<file path="src/rtl/store_pkg.sv">
// Shared definitions for the store path.
// Contents:
//   st_size_e  - encoding of the 2-bit store size field
//   BYTE_W     - bits per byte lane
//   size_bytes - number of bytes covered by a size code
package store_pkg;

  localparam int BYTE_W = 8;

  typedef enum logic [1:0] {
    SZ_BYTE  = 2'd0,
    SZ_HALF  = 2'd1,
    SZ_WORD  = 2'd2,
    SZ_DWORD = 2'd3
  } st_size_e;

  function automatic int unsigned size_bytes(input logic [1:0] sz);
    return 32'd1 << sz;
  endfunction

endpackage

</file>
<file path="src/rtl/store_lane_align.sv">
// Combinational lane formatter. It turns a right-justified store into
// lane-aligned write data, byte enables and a misalignment flag.
// Ports:
//   off        in  byte offset inside the memory word
//   size       in  size code (byte/half/word/dword)
//   data       in  right-justified store data
//   byteen     out byte enables, bit i = lane i
//   wdata      out lane-aligned data; disabled lanes are zero
//   misaligned out offset not a multiple of the size, or dword on a 32-bit path
module store_lane_align
  import store_pkg::*;
#(
  parameter int DATA_W = 32
) (
  input  logic [$clog2(DATA_W/8)-1:0] off,
  input  logic [1:0]                  size,
  input  logic [DATA_W-1:0]           data,
  output logic [DATA_W/8-1:0]         byteen,
  output logic [DATA_W-1:0]           wdata,
  output logic                        misaligned
);

  localparam int NB = DATA_W / 8;

  logic [NB-1:0]     size_mask;
  logic [DATA_W-1:0] data_masked;
  logic [2:0]        off3;

  // Lanes below the access size are live before shifting into place.
  for (genvar gi = 0; gi < NB; gi++) begin : g_lane
    assign size_mask[gi] = (gi < size_bytes(size));
    assign data_masked[BYTE_W*gi +: BYTE_W] = data[BYTE_W*gi +: BYTE_W] & {BYTE_W{size_mask[gi]}};
  end

  // Widen the offset so the dword check indexes a fixed 3-bit vector on both widths.
  assign off3 = 3'(off);

  always_comb begin
    misaligned = 1'b0;
    case (size)
      SZ_BYTE: misaligned = 1'b0;
      SZ_HALF: misaligned = off3[0];
      SZ_WORD: misaligned = |off3[1:0];
      default: misaligned = (NB < 8) || (|off3);
    endcase
  end

  assign byteen = size_mask << off;
  assign wdata  = data_masked << {off, 3'b000};

endmodule

</file>
<file path="src/rtl/store_merge_buffer.sv">
// Store buffer between the MEM-stage store unit and data memory.
// Formats stores into lane-aligned entries, queues up to DEPTH of them,
// merges a store into the newest entry when it hits the same word and that
// entry is not the one currently offered, and drains over valid/ready.
// Ports:
//   clk, reset (async, active-low)
//   st_valid/st_ready/st_addr/st_size/st_data  store request side
//   st_err      combinational misalignment / illegal size flag
//   flush       drop all queued entries and any store presented with it
//   mem_valid/mem_ready/mem_addr/mem_byteen/mem_wdata  head entry to memory
//   empty       no entries queued
module store_merge_buffer
  import store_pkg::*;
#(
  parameter int DATA_W = 32,
  parameter int ADDR_W = 32,
  parameter int DEPTH  = 4
) (
  input  logic                clk,
  input  logic                reset,
  input  logic                st_valid,
  output logic                st_ready,
  input  logic [ADDR_W-1:0]   st_addr,
  input  logic [1:0]          st_size,
  input  logic [DATA_W-1:0]   st_data,
  output logic                st_err,
  input  logic                flush,
  output logic                mem_valid,
  input  logic                mem_ready,
  output logic [ADDR_W-1:0]   mem_addr,
  output logic [DATA_W/8-1:0] mem_byteen,
  output logic [DATA_W-1:0]   mem_wdata,
  output logic                empty
);

  localparam int NB = DATA_W / 8;
  localparam int OW = $clog2(NB);
  localparam int PW = $clog2(DEPTH);

  logic [ADDR_W-1:0] addr_mem [DEPTH];
  logic [NB-1:0]     be_mem   [DEPTH];
  logic [DATA_W-1:0] data_mem [DEPTH];

  logic [PW-1:0] head, tail, newest;
  logic [PW:0]   count, count_next;

  logic [NB-1:0]     al_byteen;
  logic [DATA_W-1:0] al_wdata, merged_data;
  logic              al_misaligned;
  logic [ADDR_W-1:0] word_addr;
  logic              accept, pop, push, merge_hit;

  store_lane_align #(.DATA_W(DATA_W)) u_align (
    .off        (st_addr[OW-1:0]),
    .size       (st_size),
    .data       (st_data),
    .byteen     (al_byteen),
    .wdata      (al_wdata),
    .misaligned (al_misaligned)
  );

  assign word_addr = {st_addr[ADDR_W-1:OW], {OW{1'b0}}};
  assign newest    = tail - 1'b1;

  assign st_err    = st_valid & al_misaligned;
  assign st_ready  = (count < (PW+1)'(DEPTH));
  assign mem_valid = (count != '0);
  assign empty     = (count == '0);
  assign mem_addr   = addr_mem[head];
  assign mem_byteen = be_mem[head];
  assign mem_wdata  = data_mem[head];

  assign accept = st_valid & st_ready & ~al_misaligned & ~flush;
  assign pop    = mem_valid & mem_ready;
  // With a single entry the newest is the head being offered, so it must not change.
  assign merge_hit = accept && (count >= (PW+1)'(2)) && (addr_mem[newest] == word_addr);
  assign push   = accept & ~merge_hit;

  for (genvar gi = 0; gi < NB; gi++) begin : g_merge
    assign merged_data[BYTE_W*gi +: BYTE_W] = al_byteen[gi] ? al_wdata[BYTE_W*gi +: BYTE_W]
                                                            : data_mem[newest][BYTE_W*gi +: BYTE_W];
  end

  always_comb begin
    count_next = count;
    if (push && !pop)      count_next = count + 1'b1;
    else if (pop && !push) count_next = count - 1'b1;
  end

  always_ff @(posedge clk or negedge reset) begin
    if (!reset) begin
      head  <= '0;
      tail  <= '0;
      count <= '0;
      for (int i = 0; i < DEPTH; i++) begin
        addr_mem[i] <= '0;
        be_mem[i]   <= '0;
        data_mem[i] <= '0;
      end
    end else if (flush) begin
      head  <= '0;
      tail  <= '0;
      count <= '0;
    end else begin
      if (push) begin
        addr_mem[tail] <= word_addr;
        be_mem[tail]   <= al_byteen;
        data_mem[tail] <= al_wdata;
        tail           <= tail + 1'b1;
      end
      if (merge_hit) begin
        be_mem[newest]   <= be_mem[newest] | al_byteen;
        data_mem[newest] <= merged_data;
      end
      if (pop) head <= head + 1'b1;
      count <= count_next;
    end
  end

endmodule
</file>
<file path="config.mk">
export PLATFORM = sky130hd
export DESIGN_NAME = store_merge_buffer
export DESIGN_NICKNAME = d
export VERILOG_FILES = /design/src/rtl/store_pkg.sv /design/src/rtl/store_lane_align.sv /design/src/rtl/store_merge_buffer.sv
export SDC_FILE = /design/constraint.sdc
export NUM_CORES = 1
export LEC_CHECK = 0
export CAP_MARGIN = 20
export CORE_MARGIN = 3
export CORE_UTILIZATION = 58
export CTS_CLUSTER_DIAMETER = 120
export DETAILED_ROUTE_END_ITERATION = 10
export GPL_TIMING_DRIVEN = 0
export HOLD_SLACK_MARGIN = 0.1
export PLACE_DENSITY = 0.87
export REMOVE_ABC_BUFFERS = 1
export SLEW_MARGIN = 20
export SYNTH_ARGS = -nofsm -noshare
export SYNTH_HDL_FRONTEND = slang
export SYNTH_SLANG_ARGS = --single-unit
</file>
<file path="constraint.sdc">
create_clock -name clk -period 5.6 [get_ports clk]
set_clock_uncertainty 0.15 [all_clocks]
set_input_delay 1.12 -clock clk [delete_from_list [all_inputs] [get_ports clk]]
set_output_delay 1.12 -clock clk [all_outputs]
set_load 0.01 [all_outputs]
</file>
==> results.md <==
- The clock transition at the registers of the reported paths is 0.06 ns.
- The share of synthesized area in the top cell type comes to 41.44%.
- The final max-slew violation count came to 0.
- The final antenna diode count is 0.
- The setup path with the least slack is of type primary input to register.
- The share of cells above drive strength 1 is 30.43%.
- In the global route stage, met2 resource usage came out at 52.38%.
- Counting flops with a built-in enable in the synthesized netlist gives 0.
- For this run, the number of Yosys warnings is 0.
- The clock tree from TritonCTS is yes.
- Once detail routing completed, the nets flagged for antenna violations numbered 0.
- Static timing analysis puts the maximum clock frequency at 0.1774 GHz.
- Setup violations remaining at the end of the flow were counted as 18.
- The routed design has 54,650 um of wire.
- Setup repair after global routing left no endpoint under its margin.
- Ranked by total cell area, the synthesized netlist is headed by dfrtp_1 (41%), mux4_2 (17%), mux2_2 (8.0%).
- Data arrives at the worst endpoint at 5.94 ns.
- The tightest min-delay check is of the primary input to asynchronous set/reset pin type.
- The via count of the first global-routing pass is 14,597.
- Counting along the longest clock path gives a buffer depth of 3.
- STA classifies the critical path startpoint as a primary input.
- The worst path in the final design needs a cycle of 5.638 ns, including I/O delays and setup.
- The total area inside the core boundary comes to 27,330 um2.
- The depth of the CTS H-tree is 1.
- The commonest register cell after synthesis is dfrtp_1.
- The final net count is 1,522.
- Before antenna repair, the detailed router went through 8 iterations.
- The number of clock sinks is 271.
- The met1 usage is 45.24%.
- After detailed placement, the design holds a cell count of 1,754.
- The tightest hold path in the finished design has a slack of 0.3358 ns.
- After the first detailed-routing iteration, the DRC count stood at 2,557.
- The total power per unit cell area is 435.1 nW/um2.
- The distinct cell type count of the synthesized netlist is 64.
- The max capacitance violation total is 0.
- For this run, the share of the core covered by cells in the final layout is 72.04%.
- The number of cells on the worst reg-to-reg path is 16.
- After layout, the worst setup slack is -0.03817 ns.
- The total overflow left after global routing is 0.
- The share of flip-flops with an asynchronous set or reset after synthesis is 100.0%.
- At the end of routability-driven placement, the weighted congestion stood at 0.8692.
- Global routing consumed, on the met3 layer, 12.80% of the routing resources.
- The layer with the highest usage is met2.
- The detailed-route vias per instance is 7.766.
- The number of antenna violations at the first check in global routing is 1.
- After detailed routing, the number of remaining DRC violations is 0.
- The final reports fail on negative setup slack.
- The number of buffers created by CTS is 29.
- The synthesized design spends more area on one cell type than any other, namely dfrtp_1.
- The row count is 60.
- The number of hold buffers added after cts is 0.
- The worst-case IR drop observed on VDD is 0.0003114 V.
- The total global routing track utilization is 35.21%.
- The initial standard-cell utilization of the core is 59.89%.
- The first global-routing pass estimated 84,650 um of wire.
- The latest clock arrival within the worst-skew pair is 0.58 ns.
- After detailed routing, the average wire length per cell comes to 29.69 um.
- The die is 174.0 um wide.
- The run finished, with violations left.
- The biggest fanout along the worst timing path is 36.
- The number of buffer cells added on primary ports is 140.
- After technology mapping, the gate count stands at 1,348.
- The total I/O pin count is 143.
- The mean post-synth cell area is 12.14 um2.
- The final hold violation count is 0.
- The worst path uses 100.7% of the clock period.
- The capturing element type of the critical path is a register.
- The non-filler instance count after layout is 1,841.
- The count of vias placed by the detailed router is 14,298.
- At the worst endpoint, the required time is 5.90 ns.
- The flip-flop and latch count after synthesis is 271.
- The overall die area is 30,270 um2.
- At the pin with the least slew margin, the transition time is 1.237 ns.
- Summing the sequential cell areas from Yosys gives 41.44% of the chip area.
- The maximum number of pins on one net before global-route repair is 87.
- Detailed placement finished with a half-perimeter wire length of 30,350 um.
- The tree is rooted in a clkbuf_16.
- Headroom to the max-slew limit came out at 16.70%.
- The height of the chip is 174.0 um.
- The synthesis-to-finish area growth is 20.28%.
- The leakage power figure is 7.830 nW.
- The synthesized area is 16,370 um2.
## routing by layer
metal / wire (um) / vias to the layer above
li1: - / 5535
met1: 18700 / 6949
met2: 24010 / 1426
met3: 8134 / 386
met4: 3786 / 2
met5: 17 / -
## cell type report
| cell class | count | area, um2 |
|---|---|---|
| Inverter | 47 | 180.2 |
| Clock inverter | 17 | 227.7 |
| Fill cell | 1718 | 7641 |
| Clock buffer | 37 | 795.8 |
| Sequential cell | 271 | 6793 |
| Tap cell | 372 | 465.4 |
| Multi-Input combinational cell | 910 | 9021 |
| Timing Repair Buffer | 187 | 2202 |
## timing repair
item                                    4_1_cts  5_1_grt
pin swaps                                     9        1
buffers inserted                             23        2
gates cloned                                  8        0
resized for setup                            11        1
endpoints found under the setup margin      266      156
endpoints found under the hold margin         0        0
## power breakdown
part | internal (mW) | switching, mW | leakage [nW] | total, mW
registers | 2.55 | 0.571 | 3.46 | 3.12
clock network | 1.24 | 0.865 | 0.511 | 2.10
logic | 1.96 | 1.39 | 3.86 | 3.34
total | 5.74 | 2.82 | 7.83 | 8.57
## logic make-up after synthesis
| logic type | count (synthesis) | share of synthesized area (%) |
|---|---|---|
| adders and majority gates | 5 | 0.4282 |
| muxes | 285 | 28.07 |
| AOI/OAI and AO/OA | 270 | 13.63 |
| xor gates and xnor gates | 32 | 1.713 |
| other | 1 | 0.02291 |
| DFF | 271 | 41.44 |
| buffers and inverters | 176 | 5.053 |
| and+or+nand+nor | 308 | 9.641 |
## worst paths after layout
kind | from | end | slack (ns)
worst max-delay path | st_size[1] | addr_mem[16] | -0.04
worst min-delay path | reset | data_mem[101] | 0.34
worst max register to register | tail[0] | addr_mem[101] | 0.08
worst min register to register | addr_mem[121] | addr_mem[121] | 0.37
max in group asynchronous | reset | addr_mem[63] | 3.80
min in group clk | addr_mem[121] | addr_mem[121] | 0.37
## cell usage in the layout, fill, tap and decap left out, types with 21 or more instances in the layout
cell type / instances
a221o_1: 43
clkbuf_16: 29
clkdlybuf4s50_1: 137
dfrtp_1: 268
inv_1: 46
mux2_1: 22
mux2_2: 116
mux2i_1: 21
mux4_2: 125
nand2_1: 78
nand3_1: 21
nand4_1: 64
nor2_1: 34
nor3_1: 58
o21ai_0: 53
o221a_2: 65
xnor2_1: 26
## Yosys cell counts (21+ instances only)
cell and n:
xnor2_1 26, a221o_1 43, dfrtp_1 271, o221a_2 65, mux2_1 22, mux2i_1 21
nand4_1 64, nand2_1 81, nor3_1 58, mux4_2 125, clkbuf_1 75, o21ai_0 54
inv_1 46, nand3_1 25, mux2_2 116, nor2_1 36
## registers in the layout, indices dropped and copies added, names as in the netlist
register,count
head,2
addr_mem,120
count,3
be_mem,16
data_mem,128
tail,2
## critical path, cell delays in order
cell and delay (ns):
clkdlybuf4s50_1 0.57, o21a_1 0.17, o21ai_0 0.94, and2_4 0.62, buf_12 0.30, nand2_2 0.47, a21oi_4 0.89, buf_16 0.24
buf_16 0.18, mux2_2 0.36
## metrics by stage
stage	instance area [um2]	setup TNS, ns	total power [mW]	setup slack [ns]
detailed placement	18220	-177.00	6.318	-1.159
global route	19690	0	8.859	0.06212
CTS	19670	0	8.466	0.1142
floorplan	15720	-913.45	4.927	-4.171
finish	19690	-0.3938	8.566	-0.03817
global placement	17590	-4359.53	6.206	-8.949
No activity file was read; power rests on OpenSTA's default activity.
